## src/rtl/mulinc_arbiter_if.sv

```systemverilog
// Requester fabric <-> arbiter bundle: per-requester request lanes plus one response channel.
// No storage or latency of its own; it only groups the wires.
// Request lanes use valid/ready per requester; the response uses a single valid/ready pair.
interface mulinc_arbiter_if #(
  parameter int NREQ = 4,
  parameter int IDW  = 2
);
  logic [NREQ-1:0]   req_valid;
  logic [NREQ-1:0]   req_ready;
  logic [NREQ-1:0]   req_op;
  logic [2*NREQ-1:0] req_a;
  logic [2*NREQ-1:0] req_b;
  logic [NREQ-1:0]   req_c;
  logic              rsp_valid;
  logic              rsp_ready;
  logic [IDW-1:0]    rsp_id;
  logic              rsp_op;
  logic [1:0]        rsp_data;

  // Fabric side: presents requests, consumes responses.
  modport master (
    output req_valid, req_op, req_a, req_b, req_c, rsp_ready,
    input  req_ready, rsp_valid, rsp_id, rsp_op, rsp_data
  );

  // Arbiter side: grants requests, produces responses.
  modport slave (
    input  req_valid, req_op, req_a, req_b, req_c, rsp_ready,
    output req_ready, rsp_valid, rsp_id, rsp_op, rsp_data
  );
endinterface

```

## src/rtl/mulinc_arbiter.sv

```systemverilog
// Round-robin arbiter sharing one 2-bit mul/inc unit among NREQ requesters.
// Latency: grant in cycle T, registered response valid in cycle T+2; one op per 3 cycles peak.
// Backpressure: response held stable until rsp_ready; no grants are issued until it is taken.
module mulinc_arbiter #(
  parameter int NREQ = 4,
  parameter int IDW  = 2,
  parameter int CNTW = 16
) (
  input  logic            clk,
  input  logic            rst,
  mulinc_arbiter_if.slave bus,
  output logic            busy,
  output logic [CNTW-1:0] ops_done
);

  typedef enum logic [1:0] {S_IDLE = 2'd0, S_EXEC = 2'd1, S_RESP = 2'd2} state_t;

  state_t            r_state;
  state_t            w_state_nxt;
  logic [IDW-1:0]    r_ptr;
  logic [CNTW-1:0]   r_cnt;
  logic [IDW-1:0]    r_g;
  logic              r_op;
  logic [1:0]        r_a;
  logic [1:0]        r_b;
  logic              r_c;
  logic              r_rsp_vld;
  logic [IDW-1:0]    r_rsp_id;
  logic              r_rsp_op;
  logic [1:0]        r_rsp_dat;

  logic [2*NREQ-1:0] w_vv;
  logic [NREQ-1:0]   w_rot;
  logic              w_any;
  logic [IDW-1:0]    w_gnt;
  logic [IDW:0]      w_sum;
  logic [NREQ-1:0]   w_rdy;
  logic [1:0]        w_mul;
  logic [1:0]        w_inc;
  logic [1:0]        w_res;

  // Rotate valids so bit 0 is the pointer position; the first set bit is the winner.
  always_comb begin
    w_vv  = {bus.req_valid, bus.req_valid};
    w_rot = NREQ'(w_vv >> r_ptr);
    w_any = 1'b0;
    w_gnt = '0;
    w_sum = '0;
    for (int k = 0; k < NREQ; k++) begin
      if (!w_any && w_rot[k]) begin
        w_any = 1'b1;
        w_sum = {1'b0, r_ptr} + (IDW+1)'(k);
        if (w_sum >= (IDW+1)'(NREQ)) begin
          w_sum = w_sum - (IDW+1)'(NREQ);
        end
        w_gnt = w_sum[IDW-1:0];
      end
    end
  end

  // Grant is combinational and only offered while idle.
  always_comb begin
    w_rdy = '0;
    if (r_state == S_IDLE && w_any) begin
      w_rdy = NREQ'(1) << w_gnt;
    end
  end

  // Shared unit: a*b mod 4 and b+c mod 4 on the captured operands.
  always_comb begin
    w_mul = {(r_a[1] & r_b[0]) ^ (r_a[0] & r_b[1]), r_a[0] & r_b[0]};
    w_inc = {r_b[1] ^ (r_b[0] & r_c), r_b[0] ^ r_c};
    w_res = r_op ? w_inc : w_mul;
  end

  // State register.
  always_ff @(posedge clk) begin
    if (rst) begin
      r_state <= S_IDLE;
    end else begin
      r_state <= w_state_nxt;
    end
  end

  // Next-state: a grant always transfers since the winner's valid is high by construction.
  always_comb begin
    w_state_nxt = r_state;
    case (r_state)
      S_IDLE:  if (w_any) w_state_nxt = S_EXEC;
      S_EXEC:  w_state_nxt = S_RESP;
      S_RESP:  if (bus.rsp_ready) w_state_nxt = S_IDLE;
      default: w_state_nxt = S_IDLE;
    endcase
  end

  // Operand capture, response register, pointer and completion counter.
  always_ff @(posedge clk) begin
    if (rst) begin
      r_ptr     <= '0;
      r_cnt     <= '0;
      r_g       <= '0;
      r_op      <= 1'b0;
      r_a       <= '0;
      r_b       <= '0;
      r_c       <= 1'b0;
      r_rsp_vld <= 1'b0;
      r_rsp_id  <= '0;
      r_rsp_op  <= 1'b0;
      r_rsp_dat <= '0;
    end else begin
      case (r_state)
        S_IDLE: begin
          if (w_any) begin
            r_g  <= w_gnt;
            r_op <= 1'(bus.req_op >> w_gnt);
            r_a  <= 2'(bus.req_a >> {w_gnt, 1'b0});
            r_b  <= 2'(bus.req_b >> {w_gnt, 1'b0});
            r_c  <= 1'(bus.req_c >> w_gnt);
          end
        end
        S_EXEC: begin
          r_rsp_vld <= 1'b1;
          r_rsp_id  <= r_g;
          r_rsp_op  <= r_op;
          r_rsp_dat <= w_res;
        end
        S_RESP: begin
          if (bus.rsp_ready) begin
            r_rsp_vld <= 1'b0;
            // Pointer moves past the served requester only once its response is taken.
            r_ptr     <= (r_g == IDW'(NREQ-1)) ? '0 : r_g + 1'b1;
            r_cnt     <= r_cnt + 1'b1;
          end
        end
        default: ;
      endcase
    end
  end

  assign bus.req_ready = w_rdy;
  assign bus.rsp_valid = r_rsp_vld;
  assign bus.rsp_id    = r_rsp_id;
  assign bus.rsp_op    = r_rsp_op;
  assign bus.rsp_data  = r_rsp_dat;
  assign busy          = (r_state != S_IDLE);
  assign ops_done      = r_cnt;

endmodule
```

## src/flat_wrapper.sv

```systemverilog
// flat-port wrapper written by rule: the top's interface ports become plain ports
module mulinc_arbiter_flat 
#(
  parameter int NREQ = 4,
  parameter int IDW  = 2,
  parameter int CNTW = 16
)
  (clk, rst, busy, ops_done, bus_req_valid, bus_req_op, bus_req_a, bus_req_b, bus_req_c, bus_rsp_ready, bus_req_ready, bus_rsp_valid, bus_rsp_id, bus_rsp_op, bus_rsp_data);
  mulinc_arbiter_if #(.NREQ(NREQ), .IDW(IDW)) bus_i ();
  input  logic clk;
  input  logic rst;
  output logic busy;
  output logic [CNTW-1:0] ops_done;
  input wire logic [$bits(bus_i.req_valid)-1:0] bus_req_valid;
  input wire logic [$bits(bus_i.req_op)-1:0] bus_req_op;
  input wire logic [$bits(bus_i.req_a)-1:0] bus_req_a;
  input wire logic [$bits(bus_i.req_b)-1:0] bus_req_b;
  input wire logic [$bits(bus_i.req_c)-1:0] bus_req_c;
  input wire logic [$bits(bus_i.rsp_ready)-1:0] bus_rsp_ready;
  output wire logic [$bits(bus_i.req_ready)-1:0] bus_req_ready;
  output wire logic [$bits(bus_i.rsp_valid)-1:0] bus_rsp_valid;
  output wire logic [$bits(bus_i.rsp_id)-1:0] bus_rsp_id;
  output wire logic [$bits(bus_i.rsp_op)-1:0] bus_rsp_op;
  output wire logic [$bits(bus_i.rsp_data)-1:0] bus_rsp_data;
  assign bus_i.req_valid = bus_req_valid;
  assign bus_i.req_op = bus_req_op;
  assign bus_i.req_a = bus_req_a;
  assign bus_i.req_b = bus_req_b;
  assign bus_i.req_c = bus_req_c;
  assign bus_i.rsp_ready = bus_rsp_ready;
  assign bus_req_ready = bus_i.req_ready;
  assign bus_rsp_valid = bus_i.rsp_valid;
  assign bus_rsp_id = bus_i.rsp_id;
  assign bus_rsp_op = bus_i.rsp_op;
  assign bus_rsp_data = bus_i.rsp_data;
  mulinc_arbiter #(.NREQ(NREQ), .IDW(IDW), .CNTW(CNTW)) u_core (.clk(clk), .rst(rst), .bus(bus_i), .busy(busy), .ops_done(ops_done));
endmodule
```

## config.mk

```make
export PLATFORM = sky130hd
export DESIGN_NAME = mulinc_arbiter_flat
export DESIGN_NICKNAME = d
export VERILOG_FILES = /design/src/rtl/mulinc_arbiter_if.sv /design/src/rtl/mulinc_arbiter.sv /design/src/flat_wrapper.sv
export SDC_FILE = /design/constraint.sdc
export NUM_CORES = 1
export LEC_CHECK = 0
export BUFFER_PORTS_ARGS = -buffer_cell sky130_fd_sc_hd__buf_4
export CAP_MARGIN = 20
export CELL_PAD_IN_SITES_DETAIL_PLACEMENT = 1
export CELL_PAD_IN_SITES_GLOBAL_PLACEMENT = 2
export CORE_UTILIZATION = 25
export CTS_BUF_LIST = sky130_fd_sc_hd__clkbuf_4 sky130_fd_sc_hd__clkbuf_8 sky130_fd_sc_hd__clkbuf_16
export DETAILED_ROUTE_END_ITERATION = 8
export PLACE_DENSITY = 0.79
export SYNTH_ARGS = -nofsm -noshare
export SYNTH_HDL_FRONTEND = slang
export SYNTH_SLANG_ARGS = --single-unit
```

## constraint.sdc

```tcl
create_clock -name clk -period 1.97 [get_ports clk]
set_input_delay 0.394 -clock clk [delete_from_list [all_inputs] [get_ports clk]]
set_output_delay 0.394 -clock clk [all_outputs]
set_load 0.005 [all_outputs]
```

## After elaboration in Yosys (flattened, before gate mapping)

Index checks and enable logic that the tools add are counted.

| cells by class | value |
|---|---|
| multiplexer cells | 20 |
| equality and inequality tests | 5 |
| shift-type cells | 6 |
| $add $sub $neg | 9 |
| bitwise gates (word level) | 7 |
| reduce and logical (&&, ||, !) cells | 14 |
| magnitude comparators | 4 |

Operator list:

| kind | count |
|---|---|
| $mux 2 | 12 |
| $add 16x1->16 const B | 1 |
| $shr 8x3->2 | 2 |
| $ge 3x3->1 const B | 3 |
| $reduce_and 2->1 | 4 |
| $shr 4x2->1 | 2 |
| $shr 8x2->4 | 1 |
| $sub 2x1->2 const B | 4 |
| $add 2x2->3 const B | 2 |
| $pmux 2 s3 | 1 |
| $mux 1 | 5 |
| $and 1x1->1 | 4 |
| $eq 2x2->1 const B | 2 |
| $logic_and 1x1->1 | 4 |
| $mux 4 | 1 |
| $reduce_bool 2->1 | 2 |
| $shl 1x2->4 const A | 1 |
| $add 2x1->3 const B | 1 |
| $ge 2x3->1 const B | 1 |
| $logic_not 1->1 | 3 |
| $xor 1x1->1 | 3 |
| $add 2x1->2 const B | 1 |
| $eq 2x1->1 const B | 1 |
| $logic_not 2->1 | 1 |
| 3 further kinds | 3 |

| storage, ports and cells | value |
|---|---|
| bits in registers | 34 |
| bits of input ports | 31 |
| output and inout bits | 27 |

## Depth between registers and ports, before layout

| logic depth | value |
|---|---|
| depth in word-level cells | 13 |
| mapped depth | 7 |

## Least setup slack after synthesis

OpenSTA, ideal clock, no wires.

| timing | value |
|---|---|
| path kind | reg-to-output |
| start point | register u_core.r_ptr[1] |
| end point | output port bus_req_ready[0] |
| data arrival time | 1,459 ps |
| data required time | 1,576 ps |
| slack | 117 ps |
| buffers on the path | 2 |
| stages on the path, launching flop included | 7 |
| cell sequence | dfxtp_1 -> buf_6 -> mux2i_1 -> nor2_1 -> nor3_4 -> buf_8 -> and2b_2 |

| on the way | value |
|---|---|
| cells in the longest elaborated chain, start to end | 13 |

RTL lines:

| element | line | text |
|---|---|---|
| start: declaration | mulinc_arbiter.sv:20 | `logic [IDW-1:0] r_ptr;` |
| start signal: assignment | mulinc_arbiter.sv:131 | `r_ptr <= (r_g == IDW'(NREQ-1)) ? '0 : r_g + 1'b1;` |
| branches (longest 12 deep; another with $add 2x1->3) | -- |  |
| $mux 4 (*) | mulinc_arbiter.sv:64 | `if (r_state == S_IDLE && w_any) begin` |
| end: declaration | flat_wrapper.sv:20 | `output wire logic [$bits(bus_i.req_ready)-1:0] bus_req_ready;` |

Every way passes the cells marked *.

## Worst setup path after layout

| timing | value |
|---|---|
| start point | input port bus_req_valid[0] |
| end point | output port bus_req_ready[0] |

| on the way | value |
|---|---|
| cells in the longest elaborated chain, start to end | 13 |

RTL lines:

| element | line | text |
|---|---|---|
| start: declaration | flat_wrapper.sv:14 | `input wire logic [$bits(bus_i.req_valid)-1:0] bus_req_valid;` |
| $shr 8x2->4 (*) | mulinc_arbiter.sv:45 | `w_rot = NREQ'(w_vv >> r_ptr);` |
| $mux 1 | mulinc_arbiter.sv:50 | `if (!w_any && w_rot[k]) begin` |
| $logic_not 1->1 | mulinc_arbiter.sv:50 |  |
| $logic_and 1x1->1 | mulinc_arbiter.sv:50 |  |
| $mux 1 | mulinc_arbiter.sv:50 |  |
| $logic_not 1->1 | mulinc_arbiter.sv:50 |  |
| $logic_and 1x1->1 | mulinc_arbiter.sv:50 |  |
| $mux 1 | mulinc_arbiter.sv:50 |  |
| $logic_not 1->1 | mulinc_arbiter.sv:50 |  |
| $logic_and 1x1->1 | mulinc_arbiter.sv:50 |  |
| $mux 2 or $mux 1 (tied branches) | mulinc_arbiter.sv:50 |  |
| $shl 1x2->4 or $logic_and 1x1->1 (tied branches) | mulinc_arbiter.sv:65, mulinc_arbiter.sv:64 |  |
| $mux 4 (*) | mulinc_arbiter.sv:64 |  |

Every way passes the cells marked *; elsewhere a longest branch is shown, timed or not.

==> flow_metrics.py <==
metrics = {
    "run_status": {
        "outcome": "finished clean",
    },
    "pwr": {
        "p_per_area_mw_per_mm2": 696.5,
        "vdd_drop_max_uv": 222.2,
        "power_leakage_nw": 1.021,
    },
    "layout": {
        "diodes": 0,
        "nNetsFinal": 289,
        "layout-drive-gt1-share": 0.3711,
        "postLayoutCoreUtil": 0.3710,
        "fillers": 777,
        "stdcell_area_mm2": 0.002410,
        "areaGrowthSynthToFinish_pct": 39.57,
    },
    "synth": {
        "synth_common_cells": "dfxtp_1, nor2_1, nand2_1",
        "synth_area_leaders": "dfxtp_1, mux2i_1, nor2_1",
        "synth_fa_ha_area_frac": 0.02174,
        "synth.distinct_cells": 43,
        "syn_nets": 224,
        "synth-seq-cells": 34,
        "syn_inst": 190,
        "synth_compound_area_frac": 0.1420,
        "synthXorXnorAreaFrac": 0.08116,
        "synthArstFlopShare": 0,
        "synth_top_family_by_area": "simple AND/OR/NAND/NOR gates",
        "avgSynthCellArea_um2": 9.088,
        "syn_area_mm2": 0.001727,
        "yosysTopAreaCell": "dfxtp_1",
        "synthSimpleGateAreaFrac": 0.2348,
        "synth_mux_area_frac": 0.09275,
        "yosysMostFrequentCell": "dfxtp_1",
        "synth-main-ff-cell": "dfxtp_1",
        "synth_edf_count": 0,
        "synth_top_area_frac": 0.3942,
        "synth_seq_area_share": 0.3942,
        "yosysWarnings": 0,
    },
    "critical_path": {
        "critical_path_class": "input port to primary output",
        "path_buf_inv": 2,
        "startpoint_type": "input port",
        "cp.arrival_ps": 1580,
        "crit_path_max_incr_delay_ps": 460,
        "crit_required_ps": 1580,
        "worstPathCellList": "buf_4 > nor4_1 > nor2_2 > and2_4 > and2b_2 > buf_6",
        "critPathMaxFanout": 5,
        "crit_slowest_cell": "nor4_1",
        "cp_top_family": "simple AND/OR/NAND/NOR gates",
        "end_kind": "primary output",
    },
    "sta": {
        "rsz0062_at_grt": "true",
        "fmax_mhz": 507.8,
        "maxSlewHeadroom": 0.6803,
        "final_hold_viol_count": 0,
        "period_share": 0.9996,
        "worst_pin_slew_ps": 475.1,
        "finalCriticalPeriod_ps": 1969,
        "maxSlewViolCount": 0,
        "finClkSkew_ps": 3.336,
        "setup_violations": 0,
    },
    "global_routing": {
        "grt_pass1_wl_um": 7038,
        "grt_max_degree": 35,
        "overflow": 0,
        "grt_pass1_vias": 1471,
        "antenna_found_initial": 0,
        "grtUsageTotal": 0.1229,
    },
    "clock_tree": {
        "clock_latency_ps": 280,
        "cts.sinks": 34,
        "cts_tree": "yes",
        "cts_root_buffer": "clkbuf_8",
        "path_clk_slew_ps": 70,
        "cts_buffers": 5,
        "clock_path_buffers": 2,
        "ctsHoldBuffers": 0,
        "cts_htree_levels": 2,
    },
    "placed_design": {
        "gp_congestion": 0.7117,
        "place_area_mm2": 0.002257,
        "port_buffers": 57,
        "dp_hpwl_um": 3150,
    },
    "drt": {
        "num_vias": 1550,
        "post-route-drc-count": 0,
        "vias_per_cell": 4.655,
        "avgRoutedWirePerCell_um": 12.82,
        "drt-total-wl_um": 4268,
        "dr.pass1.iters": 4,
        "ant_nets": 0,
        "drt_iter0_drc": 24,
    },
    "floorplanning": {
        "num_rows": 29,
        "die_x_um": 85.11,
        "die_height_um": 85.11,
        "core_area_mm2": 0.006495,
        "io_pins": 58,
        "die_area_mm2": 0.007243,
        "start_util": 0.2658,
    },
    "min_path": {
        "min_path_type": "input port to register",
    },
    "flow_run": {
        "maxCapViolCount": 0,
    },
}
[layout make-up]
type / instances / area (um2) / share of cell area
multi-input combinational: 147 / 1011 / 0.4195
sequential: 34 / 685.7 / 0.2845
timing repair buffer: 66 / 503.0 / 0.2087
clock buffer: 8 / 110.1 / 0.04569
tap: 77 / 96.34 / 0.03998
inverter: 1 / 3.754 / 0.001558
[final timing paths]
check	cells past startpoint	endpoint	start	slack (ps)
min	3	u_core.r_state[1]$_SDFFE_PP0P_	bus_rsp_ready	400
max	6	bus_req_ready[0]	bus_req_valid[0]	0.8
max reg2reg	6	u_core.r_op$_SDFFE_PP0P_	u_core.r_ptr[1]$_SDFFE_PP0P_	340
min reg2reg	2	u_core.bus.rsp_id[0]$_SDFFE_PP0P_	u_core.bus.rsp_id[0]$_SDFFE_PP0P_	460
[timing repair]
item,4_1_cts,5_1_grt
resized for setup,5,7
endpoints found under the setup margin,4,3
pin swaps,0,6
setup buffers,0,1
[kinds of logic after synthesis]
logic type	Yosys count
buffers and inverters	9
and+or+nand+nor	81
muxes	16
adders and majority gates	3
xor gates and xnor gates	16
AOI/OAI and AO/OA	31
DFF	34
[power by group]
part / total [mW] / internal [mW] / leakage [nW] / switching [mW]
sequential: 0.752 / 0.723 / 0.278 / 0.0291
combinational: 0.324 / 0.176 / 0.685 / 0.148
clock: 0.602 / 0.353 / 0.0575 / 0.249
total: 1.68 / 1.25 / 1.02 / 0.426
[sequential cells by signal, summed over array words and instances (netlist names)]
name / flops
u_core.ops_done: 16
u_core.r_a: 2
u_core.r_op: 1
u_core.r_state: 2
u_core.bus.rsp_op: 1
u_core.r_c: 1
u_core.r_ptr: 2
u_core.r_b: 2
u_core.r_g: 2
u_core.bus.rsp_valid: 1
u_core.bus.rsp_id: 2
u_core.bus.rsp_data: 2
[layout by cell type (no fill, tap or decap), types with 2 or more instances in the layout]
cell type	netlist	layout
a21oi_2	0	2
ha_1	3	3
o21bai_1	6	6
xor2_1	11	11
buf_4	0	64
and3_1	3	3
o211ai_1	2	2
a21oi_1	12	10
clkbuf_8	0	8
mux2i_1	16	16
nor2_1	26	26
dfxtp_1	34	32
nand4_1	3	3
o21ai_0	2	2
nor4_1	2	2
or2_4	0	2
and2_4	0	2
nand3_1	7	7
nand2b_1	2	2
nand2_1	20	20
nor2b_1	2	2
nor3_1	2	2
buf_6	1	2
xnor2_1	5	5
a221oi_2	6	6
[metrics by stage]
step                      instances  TNS, ps  power [mW]  hold slack [ps]  setup slack, ps
after detailed placement        324        0       1.082            455.8            52.77
final                           333        0       1.678            404.2           0.8438
after CTS                       332        0       1.695            397.6            5.308
after floorplan                 190        0      0.9463            448.9            117.1
after global routing            333   -46.62       1.775            422.8           -37.09
after global placement          324        0       1.078            445.7            80.50
[worst reg2reg max path, cell delays in order (launching register included)]
cell      delay, ps
dfxtp_4         390
nand2b_1        110
a21oi_1         100
nor3_4          250
buf_4           290
mux2i_1         280
a221oi_2         90
[per-layer routing]
metal | wire (um) | track usage
met1 | 2079 | 0.1643
met2 | 1942 | 0.1891
met3 | 182 | 0.03599
met4 | 63 | 0.04160
met5 | 0 | 0
(Power assumes the default switching activity.)
